$ cat config.mk
export PLATFORM = sky130hd
export DESIGN_NAME = mult_div_seq
export DESIGN_NICKNAME = d
export VERILOG_FILES = /design/src/rtl/mult_div_seq.sv
export SDC_FILE = /design/constraint.sdc
export NUM_CORES = 1
export LEC_CHECK = 0
export ABC_AREA = 0
export CAP_MARGIN = 20
export CORE_MARGIN = 8
export CORE_UTILIZATION = 55
export CTS_CLUSTER_SIZE = 10
export DETAILED_ROUTE_END_ITERATION = 7
export PLACE_DENSITY_LB_ADDON = 0.3
export SYNTH_ARGS = -nofsm -noshare
export SYNTH_HDL_FRONTEND = slang
export SYNTH_SLANG_ARGS = --single-unit
$ cat constraint.sdc
create_clock -name clk -period 9.9 [get_ports clk]
set_input_delay 0.99 -clock clk [delete_from_list [all_inputs] [get_ports clk]]
set_output_delay 0.99 -clock clk [all_outputs]
set_load 0.01 [all_outputs]
$ cat src/rtl/mult_div_seq.sv
// Iterative signed multiply / restoring divide for the multi-cycle datapath.
// Optional MULT_DIV_EARLY_EXIT_EN: multiply stops once the remaining multiplier bits are zero.
//
// state | meaning
// IDLE  | waiting for MultCtrl/DivCtrl
// MULT  | one shift-add step per cycle
// DIV   | one restoring step per cycle
// FIX   | apply recorded signs, register Hi/Lo
// DONE  | one-cycle done; HiLoWrite or DivZero
module mult_div_seq #(
  parameter int WIDTH = 32,
  parameter int CNT_W = 6
) (
  input  logic             clk,
  input  logic             reset,
  input  logic             MultCtrl,
  input  logic             DivCtrl,
  input  logic [WIDTH-1:0] A,
  input  logic [WIDTH-1:0] B,
  output logic             busy,
  output logic             done,
  output logic             DivZero,
  output logic             HiLoWrite,
  output logic [WIDTH-1:0] Hi,
  output logic [WIDTH-1:0] Lo
);

  typedef enum logic [2:0] {S_IDLE, S_MULT, S_DIV, S_FIX, S_DONE} state_t;

  state_t state, state_nxt;

  logic [CNT_W-1:0]   cnt;
  logic [2*WIDTH-1:0] prod, mcand, prod_neg;
  logic [WIDTH-1:0]   mplier, quo, rem, dvsr, quo_neg, rem_neg;
  logic [WIDTH:0]     div_shift, div_diff;
  logic               div_fits;
  logic               sign_p, sign_q, sign_r, is_div, div_zero;
  logic               last_iter, mult_last;

  function automatic logic [WIDTH-1:0] mag(input logic [WIDTH-1:0] v);
    return v[WIDTH-1] ? (~v) + WIDTH'(1) : v;
  endfunction

  assign last_iter = (cnt == CNT_W'(WIDTH-1));

`ifdef MULT_DIV_EARLY_EXIT_EN
  assign mult_last = last_iter || (mplier[WIDTH-1:1] == '0);
`else
  assign mult_last = last_iter;
`endif

  // Remainder is always below the divisor, so the shifted value fits in WIDTH+1 bits.
  assign div_shift = {rem, quo[WIDTH-1]};
  assign div_diff  = div_shift - {1'b0, dvsr};
  assign div_fits  = (div_shift >= {1'b0, dvsr});

  assign prod_neg = (~prod) + (2*WIDTH)'(1);
  assign quo_neg  = (~quo) + WIDTH'(1);
  assign rem_neg  = (~rem) + WIDTH'(1);

  always_ff @(posedge clk or negedge reset) begin
    if (!reset) state <= S_IDLE;
    else        state <= state_nxt;
  end

  always_comb begin
    state_nxt = state;
    busy      = 1'b0;
    done      = 1'b0;
    DivZero   = 1'b0;
    HiLoWrite = 1'b0;
    case (state)
      S_IDLE: begin
        if (MultCtrl)     state_nxt = S_MULT;
        else if (DivCtrl) state_nxt = (B == '0) ? S_DONE : S_DIV;
      end
      S_MULT: begin
        busy = 1'b1;
        if (mult_last) state_nxt = S_FIX;
      end
      S_DIV: begin
        busy = 1'b1;
        if (last_iter) state_nxt = S_FIX;
      end
      S_FIX: begin
        busy      = 1'b1;
        state_nxt = S_DONE;
      end
      S_DONE: begin
        done      = 1'b1;
        DivZero   = div_zero;
        HiLoWrite = !div_zero;
        state_nxt = S_IDLE;
      end
      default: state_nxt = S_IDLE;
    endcase
  end

  always_ff @(posedge clk or negedge reset) begin
    if (!reset) begin
      cnt      <= '0;
      prod     <= '0;
      mcand    <= '0;
      mplier   <= '0;
      quo      <= '0;
      rem      <= '0;
      dvsr     <= '0;
      sign_p   <= 1'b0;
      sign_q   <= 1'b0;
      sign_r   <= 1'b0;
      is_div   <= 1'b0;
      div_zero <= 1'b0;
      Hi       <= '0;
      Lo       <= '0;
    end else begin
      case (state)
        S_IDLE: begin
          cnt <= '0;
          if (MultCtrl) begin
            is_div   <= 1'b0;
            div_zero <= 1'b0;
            prod     <= '0;
            mcand    <= {{WIDTH{1'b0}}, mag(A)};
            mplier   <= mag(B);
            sign_p   <= A[WIDTH-1] ^ B[WIDTH-1];
          end else if (DivCtrl) begin
            is_div   <= 1'b1;
            div_zero <= (B == '0);
            rem      <= '0;
            quo      <= mag(A);
            dvsr     <= mag(B);
            sign_q   <= A[WIDTH-1] ^ B[WIDTH-1];
            sign_r   <= A[WIDTH-1];
          end
        end
        S_MULT: begin
          if (mplier[0]) prod <= prod + mcand;
          mcand  <= mcand << 1;
          mplier <= mplier >> 1;
          cnt    <= cnt + CNT_W'(1);
        end
        S_DIV: begin
          rem <= div_fits ? div_diff[WIDTH-1:0] : div_shift[WIDTH-1:0];
          quo <= {quo[WIDTH-2:0], div_fits};
          cnt <= cnt + CNT_W'(1);
        end
        S_FIX: begin
          if (is_div) begin
            Hi <= sign_r ? rem_neg : rem;
            Lo <= sign_q ? quo_neg : quo;
          end else begin
            {Hi, Lo} <= sign_p ? prod_neg : prod;
          end
        end
        default: ;
      endcase
    end
  end

endmodule

Word-level counts from Yosys, hierarchy flattened

Index checks and enable logic that the tools add are counted.

$add $sub $neg: 8
Multipliers: 0
Divide/modulo/power cells: 0
Order comparisons: 1
Equal/unequal tests: 11
Shift operators: 0
Muxes and demuxes: 35
Bitwise logic cells: 7
Reductions and logical operators: 16

Operator list:

| cell                                           | number |
|---|---|
| two-way mux 32 bit                             | 12 |
| two-way mux 64 bit                             | 4 |
| one-hot mux 64 bit (2 select lines)            | 2 |
| one-hot mux 32 bit (2 select lines)            | 3 |
| adder 32 x 1 -> 32 bit (second input constant) | 4 |
| NOT 32 bit                                     | 4 |
| adder 64 x 1 -> 64 bit (second input constant) | 1 |
| adder 64 bit                                   | 1 |
| NOT 64 bit                                     | 1 |
| >= comparator 33 x 32 -> 1 bit                 | 1 |
| zero test 32 bit                               | 1 |
| subtractor 32 bit                              | 1 |
| two-way mux 3 bit                              | 4 |
| one-hot mux 6 bit (2 select lines)             | 1 |
| one-hot mux 3 bit (3 select lines)             | 1 |
| AND reduction 3 bit                            | 3 |
| two-way mux 1 bit                              | 8 |
| inequality test 2 bit (second input constant)  | 4 |
| AND reduction 2 bit                            | 4 |
| nonzero test 2 bit                             | 4 |
| adder 6 x 1 -> 6 bit (second input constant)   | 1 |
| == test 3 x 2 -> 1 bit (second input constant) | 2 |
| == test 6 x 5 -> 1 bit (second input constant) | 1 |
| == test 3 x 1 -> 1 bit (second input constant) | 1 |
| 9 further kinds                                | 9 |

Flip-flop bits (word level): 334
Bits in latches: 0
Bits in writable memories: 0
Bits in read-only memories: 0
Input bits: 68
Output and inout bits: 68
Logic and storage cells: 93
Memories kept: 0

Depth between registers and ports, before layout

Gate-level depths: netlist of the first run.

Depth in word-level cells: 6
Gate-level depth with buffers: 16
Mapped depth without buffers: 16

Least setup slack after synthesis of the first run

Ideal clock, no wire load.

Path type: flip-flop to flip-flop
Start point: register prod[0]
End point: register prod[54]
Library setup time: 0.131 ns
Arrival time: 3.621 ns
Required time: 9.769 ns
Path slack: 6.148 ns
Cell stages (with the launch flop): 16
Path buffers: 0
Cells stage by stage: dfrtp_1 ha_1 inv_1 fa_1 nor2b_1 o21ai_1 a21boi_0 o211ai_1 nand3b_1 o21ai_1 a2111oi_0 o22ai_1 o31ai_1 a21oi_1 nor4b_1 or3_1

Word-level cells in the longest chain between the ends: 3

Ends and longest elaborated chain:

| item                                | RTL line | source |
|---|---|---|
| start, declared                     | 33       | `logic [2*WIDTH-1:0] prod, mcand, prod_neg;` |
| start signal, assigned              | 137      | `if (mplier[0]) prod <= prod + mcand;` |
| adder 64 bit                        | 137      |  |
| two-way mux 64 bit                  | 137      |  |
| one-hot mux 64 bit (2 select lines) | 116      | `case (state)` |

No other way between the ends. The select of a mux whose other input is x is not followed.
A chain may end at the register's enable or synchronous reset.

Worst setup path after layout of the first run

Ends and elaborated chain as after synthesis.

==> impl_metrics.toml, run 1 <==
[run_status]
run_status = "completed"

[job]
drv_cap = 0

[yosys]
synth_xor_area_frac = 0.09961
synthesis.area_um2 = 22950
post_synth_num_cell_types = 72
synth_fp_nets = 2923
synth.mux.area_fraction = 0.002617
seq_area_frac_synth = 0.3642
ys_dominant_reg_cell = "dfrtp_1"
synthesis.area_per_instance_um2 = 8.339
synth_seq_cells = 334
synth_compound_area_frac = 0.2554
synthesis.instances = 2752
synth_top_family_by_area = "compound AO/OA/AOI/OAI gates"
synth-edff-count = 0
synth_simple_gate_area_frac = 0.1809
synth_adder_area_share = 0.05856
postSynth.asyncResetShare = 1.000
synth_warnings = 0

[setup_path]
cp_cell_sequence = "ha_1 > inv_1 > fa_1 > nor2b_1 > o21ai_1 > a21boi_0 > o211ai_1 > nand3b_1 > o21ai_1 > a2111oi_0 > o22ai_1 > o31ai_1 > a21oi_1 > nor4b_1 > or3_1"
timing.critical_path.mode_cell = "o21ai_1"
required_ns = 10.33
cpPeakStageDelay_ns = 0.70
timing.critical_path.slowest_stage_cell = "a2111oi_0"
critical_path_peak_fanout = 6
setup.worst_path.end_class = "register"
family_with_the_most_delay_on_the_worst_path = "compound AO/OA/AOI/OAI gates"
worst_ep_arrival_time_ns = 5.20
wp_buf_inv = 1
setup.worst_path.start_class = "register"
worstSetupPathType = "register to register"

[clocking]
number_of_clock_buffers_inserted_by_tritoncts = 40
clockBufferDepth = 3
cts.hold.buffers_added = 0
insertion_delay_ns = 0.57
post_cts_resize_count = 0
cts_post_setup_buffers_inserted = 0
clock-root-buffer = "clkbuf_16"
h_tree_depth_reported_by_cts = 2
clkTransAtPathRegs_ns = 0.06
tritoncts = "done"
numClockSinks = 334

[sta]
grt_setup_unrepaired = "no"
post-route-min-period_ns = 4.774
fmax_ghz = 0.2095
timing.final.setup_violations = 0
final_hold_viol_count = 0
worst_slew_pin_slew_ns = 1.056
hold_slack_ns = 0.4394
slew_violations = 0
fin_setup_tns_ns = 0
maxSlewHeadroom = 0.2959
timing.final.crit_share = 0.4822
clock_skew_ns = 0.02736

[grt]
grt_overflow = 0
grt_pass1_wl_um = 110900
grt_pass1_vias = 20130
initial_antenna_violation_count = 1
gr-usage-all-layers = 0.2820
grt_max_degree = 173

[floorplanning]
coreArea_um2 = 41570
dieHeight_um = 220.3
initial_utilization = 0.5520
floorplan.rows = 75
die_width_um = 220.3
die-area_um2 = 48520
floorplan.io_pins = 136

[finish]
ff_latch_area_um2 = 8362
multi_input_comb_area_um2 = 13750
design.final.nets = 2959
antennaDiodeCount = 0
final_layout_size_suffix_gt1_frac = 0.03820
layout.filler_cells = 3656
syn2layout_area_growth_pct = 12.23

[power_and_ir_drop]
cellPowerDensity_nw_per_um2 = 379.8
fin_total_pwr_mw = 9.782
power_leakage_nw = 11.59
power.ir.vdd_worst_mv = 0.2036

[detailed_routing]
first_iter_violations = 2196
avgRoutedWirePerCell_um = 20.81
drt_pre_antenna_iters = 6
route.detailed.vias_per_inst = 6.373
antenna_left = 0
routed-via-count = 21290
route.final.wire_length_um = 69500
route.detailed.drc = 0

[placement]
detailed_place_hpwl_um = 50750
io_buffer_count = 135
gpl.final_weighted_congestion = 0.9804

[hold_path]
worst_hold_path_type = "primary input to asynchronous set/reset pin"
[path summary, 6_finish.rpt]
path                       startpoint         to  slack (ns)  cells after the start
min in group clk                Lo[8]      Lo[8]        0.48                      2
max in group asynchronous       reset    rem[13]        8.01                      2
min                             reset  mcand[22]        0.44                      1
min reg2reg                     Lo[8]      Lo[8]        0.48                      2
max                           prod[0]   prod[54]        5.13                     15
max reg2reg                   prod[0]   prod[54]        5.13                     15
[cell usage in the layout (no fill, tap or decap), types with 6 or more instances in the layout]
cell	instances
nand2_1	387
o21ai_0	375
dfrtp_1	333
a21oi_1	140
xor2_1	137
clkdlybuf4s50_1	134
xnor2_1	124
nor2_1	122
ha_1	101
a22oi_1	87
inv_1	75
a21o_1	75
nand3_1	70
o31ai_1	55
and3_1	46
clkbuf_16	40
a211oi_1	34
nor3_1	32
nand4_1	30
nand2b_1	29
or3_1	29
a311o_1	27
nor4_1	23
or4_1	22
o41ai_1	22
nor2b_1	21
o21bai_1	17
buf_4	17
a31oi_1	13
and2_1	12
or2_2	12
a221o_1	10
clkbuf_1	10
o211ai_1	8
o21ai_1	7
and4_1	7
o21a_1	7
mux2i_1	6
a21boi_0	6
[sequential cells by signal, indices dropped and copies added, names as in the netlist]
name,cells
Hi,32
Lo,32
cnt,6
div_zero,1
dvsr,32
is_div,1
mcand,64
mplier,32
prod,64
quo,32
rem,32
sign_p,1
sign_q,1
sign_r,1
state,3
[per-layer routing]
| metal | global-route usage | share of wire |
|---|---|---|
| met5 | 0 | 0.00019 |
| met4 | 0.07498 | 0.021 |
| met3 | 0.05645 | 0.084 |
| met2 | 0.4198 | 0.44 |
| met1 | 0.4133 | 0.46 |
[where the power goes]
part | internal, mW | leakage [nW] | switching (mW) | total, mW
combinational | 2.26 | 6.72 | 3.51 | 5.77
clock | 0.753 | 0.538 | 0.568 | 1.32
sequential | 1.95 | 4.34 | 0.739 | 2.69
total | 4.97 | 11.6 | 4.81 | 9.78
[synthesized netlist by cell type (27+ instances only)]
library cell,n,share of area
xor2_1,137,0.052
a21o_1,75,0.025
nand2b_1,29,0.0079
xnor2_1,124,0.047
or3_1,29,0.0079
a21oi_1,140,0.031
inv_1,75,0.012
nand3_1,70,0.015
a22oi_1,87,0.028
clkbuf_1,153,0.025
o31ai_1,55,0.018
and3_1,46,0.013
a311o_1,27,0.012
nor2_1,128,0.021
o21ai_0,375,0.082
nor3_1,32,0.0070
ha_1,101,0.055
nand2_1,390,0.064
dfrtp_1,334,0.36
nand4_1,30,0.0082
a211oi_1,34,0.011
[per-stage QoR]
step                      setup slack (ns)  cell area (um2)  std cells    util
after floorplan                      6.148            22950       2752       -
after global placement               5.348            24570       3282  0.5912
after detailed placement             5.299            24570       3282  0.5912
after CTS                            5.220            25680       3337  0.6177
after global routing                 4.741            25750       3340  0.6195
final                                5.126            25750       3340  0.6195
[area by class of cell]
class | instances | share of cell area
flip-flops and latches | 334 | 0.3247
clock inverters | 2 | 0.0009716
repair buffers | 156 | 0.06131
well taps | 539 | 0.02619
clock buffers | 53 | 0.04193
inverters | 75 | 0.01093
multi-input cells | 2181 | 0.5340
[kinds of logic (layout without fill, tap and decap cells)]
group | count (synthesis) | after routing
flip-flops | 334 | 334
adder cells (fa/ha/maj) | 107 | 107
AND/OR/NAND/NOR | 874 | 874
buffers and inverters | 237 | 286
XOR/XNOR | 261 | 261
AO/OA/AOI/OAI | 933 | 933
multiplexers | 6 | 6
Power figures use the tool's default switching activity.
==> inputs of run 2 (changes only) <==
==> constraint.sdc (replaced) <==
create_clock -name clk -period 3.9 [get_ports clk]
set_input_delay 0.39 -clock clk [delete_from_list [all_inputs] [get_ports clk]]
set_output_delay 0.39 -clock clk [all_outputs]
set_load 0.01 [all_outputs]
==> run 2 against run 1 <==
Power increased to 2.6 times the previous value. Die area unchanged. Final cell count increased by 1.9%. Highest routed layer unchanged. Core utilization increased by 1.4 points. Routed wire length increased by 4.1%. Non-clock buffer count increased by 55. Via count increased by 2.4%.
==> impl_metrics.toml, run 2 (synthesis gave the netlist of run 1 again) <==
[setup_path]
required_ns = 4.34
setup.worst_path.start_class = "register"
reg2reg_from = "rem[0]"
worstSetupPathType = "register to register"
reg2regPathDepth = 12
r2r-end = "Hi[30]"
critical_path_peak_fanout = 6
cpPeakStageDelay_ns = 0.47
family_with_the_most_delay_on_the_worst_path = "simple AND/OR/NAND/NOR gates"
timing.critical_path.mode_cell = "or4_4"
wp_buf_inv = 1
worst-r2r-setup-slack_ns = 0.14
cp_cell_sequence = "inv_1 > ha_1 > nand2_1 > or4_4 > or4_4 > or4_4 > or2_1 > or4_4 > o21ai_2 > xnor2_1 > a21oi_1 > o21ai_1"
setup.worst_path.end_class = "register"
timing.critical_path.slowest_stage_cell = "dfrtp_1"
worst_ep_arrival_time_ns = 4.19

[power_and_ir_drop]
fin_total_pwr_mw = 25.68
cellPowerDensity_nw_per_um2 = 974.9
power_leakage_nw = 11.93
power.ir.vdd_worst_mv = 0.7460

[finish]
multi_input_comb_area_um2 = 13800
ff_latch_area_um2 = 8363
layout_commonest_cell = "nand2_1"
final_util = 0.6337
final_layout_size_suffix_gt1_frac = 0.06250
biggestRegsByFlops = "mcand (64), prod (64)"
layout_common_cells = "nand2_1, o21ai_0, dfrtp_1"
syn2layout_area_growth_pct = 14.79
design.final.nets = 3015
layout.filler_cells = 3613
final_instance_count_without_filler_cells = 3404

[clocking]
h_tree_depth_reported_by_cts = 2
clock-root-buffer = "clkbuf_16"
clkTransAtPathRegs_ns = 0.06
insertion_delay_ns = 0.58
clockBufferDepth = 3
number_of_clock_buffers_inserted_by_tritoncts = 41
tritoncts = "done"
numClockSinks = 334

[floorplanning]
floorplan.io_pins = 136
die_width_um = 220.3
initial_utilization = 0.5520
coreArea_um2 = 41570
die-area_um2 = 48520
floorplan.rows = 75
dieHeight_um = 220.3

[sta]
timing.final.setup_violations = 0
timing.final.crit_share = 0.9631
maxSlewHeadroom = 0.2802
slew_violations = 0
grt_setup_unrepaired = "no"
fin_setup_tns_ns = 0
clock_skew_ns = 0.02153
fmax_ghz = 0.2662
worst_slew_pin_slew_ns = 1.080
post-route-min-period_ns = 3.756
setup_ws_ns = 0.1441
final_hold_viol_count = 0

[detailed_routing]
routed-via-count = 21800
route.detailed.drc = 0
first_iter_violations = 2317
antenna_left = 0
avgRoutedWirePerCell_um = 21.26
route.final.wire_length_um = 72380
route.detailed.vias_per_inst = 6.403
drt_pre_antenna_iters = 6

[job]
drv_cap = 0

[run_status]
run_status = "completed"

[grt]
grt_pass1_wl_um = 115300
grt_overflow = 0
grt_max_degree = 107
initial_antenna_violation_count = 2
grt_pass1_vias = 20560
gr-usage-all-layers = 0.2961

[placement]
dp_worst_setup_slack_ns = 0.009245
io_buffer_count = 135
gpl.final_weighted_congestion = 0.9575
placedCellCount = 3338
detailed_place_hpwl_um = 54050

[hold_path]
worst_hold_path_type = "primary input to asynchronous set/reset pin"
==> run 2: what timing repair did <==
item / in CTS / in global routing
hold endpoints to repair: 91 / 0
buffers inserted: 0 / 0
endpoints found under the setup margin: 0 / 44
hold buffers: 1 / 0
gates resized for setup: 0 / 21
==> run 2: final cells by class <==
cell class	instances	area share
multi-input cells	2181	0.5240
flip-flops and latches	334	0.3175
repair buffers	211	0.07656
clock buffers	59	0.04379
well taps	539	0.02560
inverters	75	0.01069
clock inverters	4	0.001757
diodes	1	0.00009499
==> run 2: power by group <==
part | internal [mW] | leakage, nW | switching (mW) | total (mW)
sequential | 4.96 | 4.33 | 1.93 | 6.89
combinational | 6.12 | 7.01 | 9.14 | 15.3
clock | 2.04 | 0.585 | 1.49 | 3.53
total | 13.1 | 11.9 | 12.6 | 25.7
==> run 2: worst max path at each step <==
stage,from,to,cells past startpoint
global placement,B[0],state[2],13
detailed placement,B[0],state[2],13
floorplan,prod[0],prod[54],15
CTS,mcand[0],prod[54],16
finish,rem[0],Hi[30],12
global route,mcand[0],prod[54],16
==> run 2: metrics by stage <==
stage          hold slack [ns]  cell area (um2)
6_report                0.4203            26340
5_1_grt                 0.4774            26340
4_1_cts                 0.4555            26270
3_5_place_dp            0.4693            25060
3_3_place_gp            0.4624            25060
2_1_floorplan          0.09441            22950
==> run 2: worst register-to-register path, stage by stage (launching register included) <==
cell,delay [ns]
dfrtp_1,0.47
inv_1,0.15
ha_1,0.21
nand2_1,0.10
or4_4,0.45
or4_4,0.46
or4_4,0.47
or2_1,0.31
or4_4,0.46
o21ai_2,0.16
xnor2_1,0.09
a21oi_1,0.22
o21ai_1,0.08
==> run 2: metal layers <==
metal / vias up / wire, um / global-route usage
met5: - / 12 / 0
met4: 2 / 1739 / 0.08147
met3: 118 / 7010 / 0.06657
met2: 935 / 31540 / 0.4428
met1: 10600 / 32070 / 0.4271
li1: 10140 / - / -
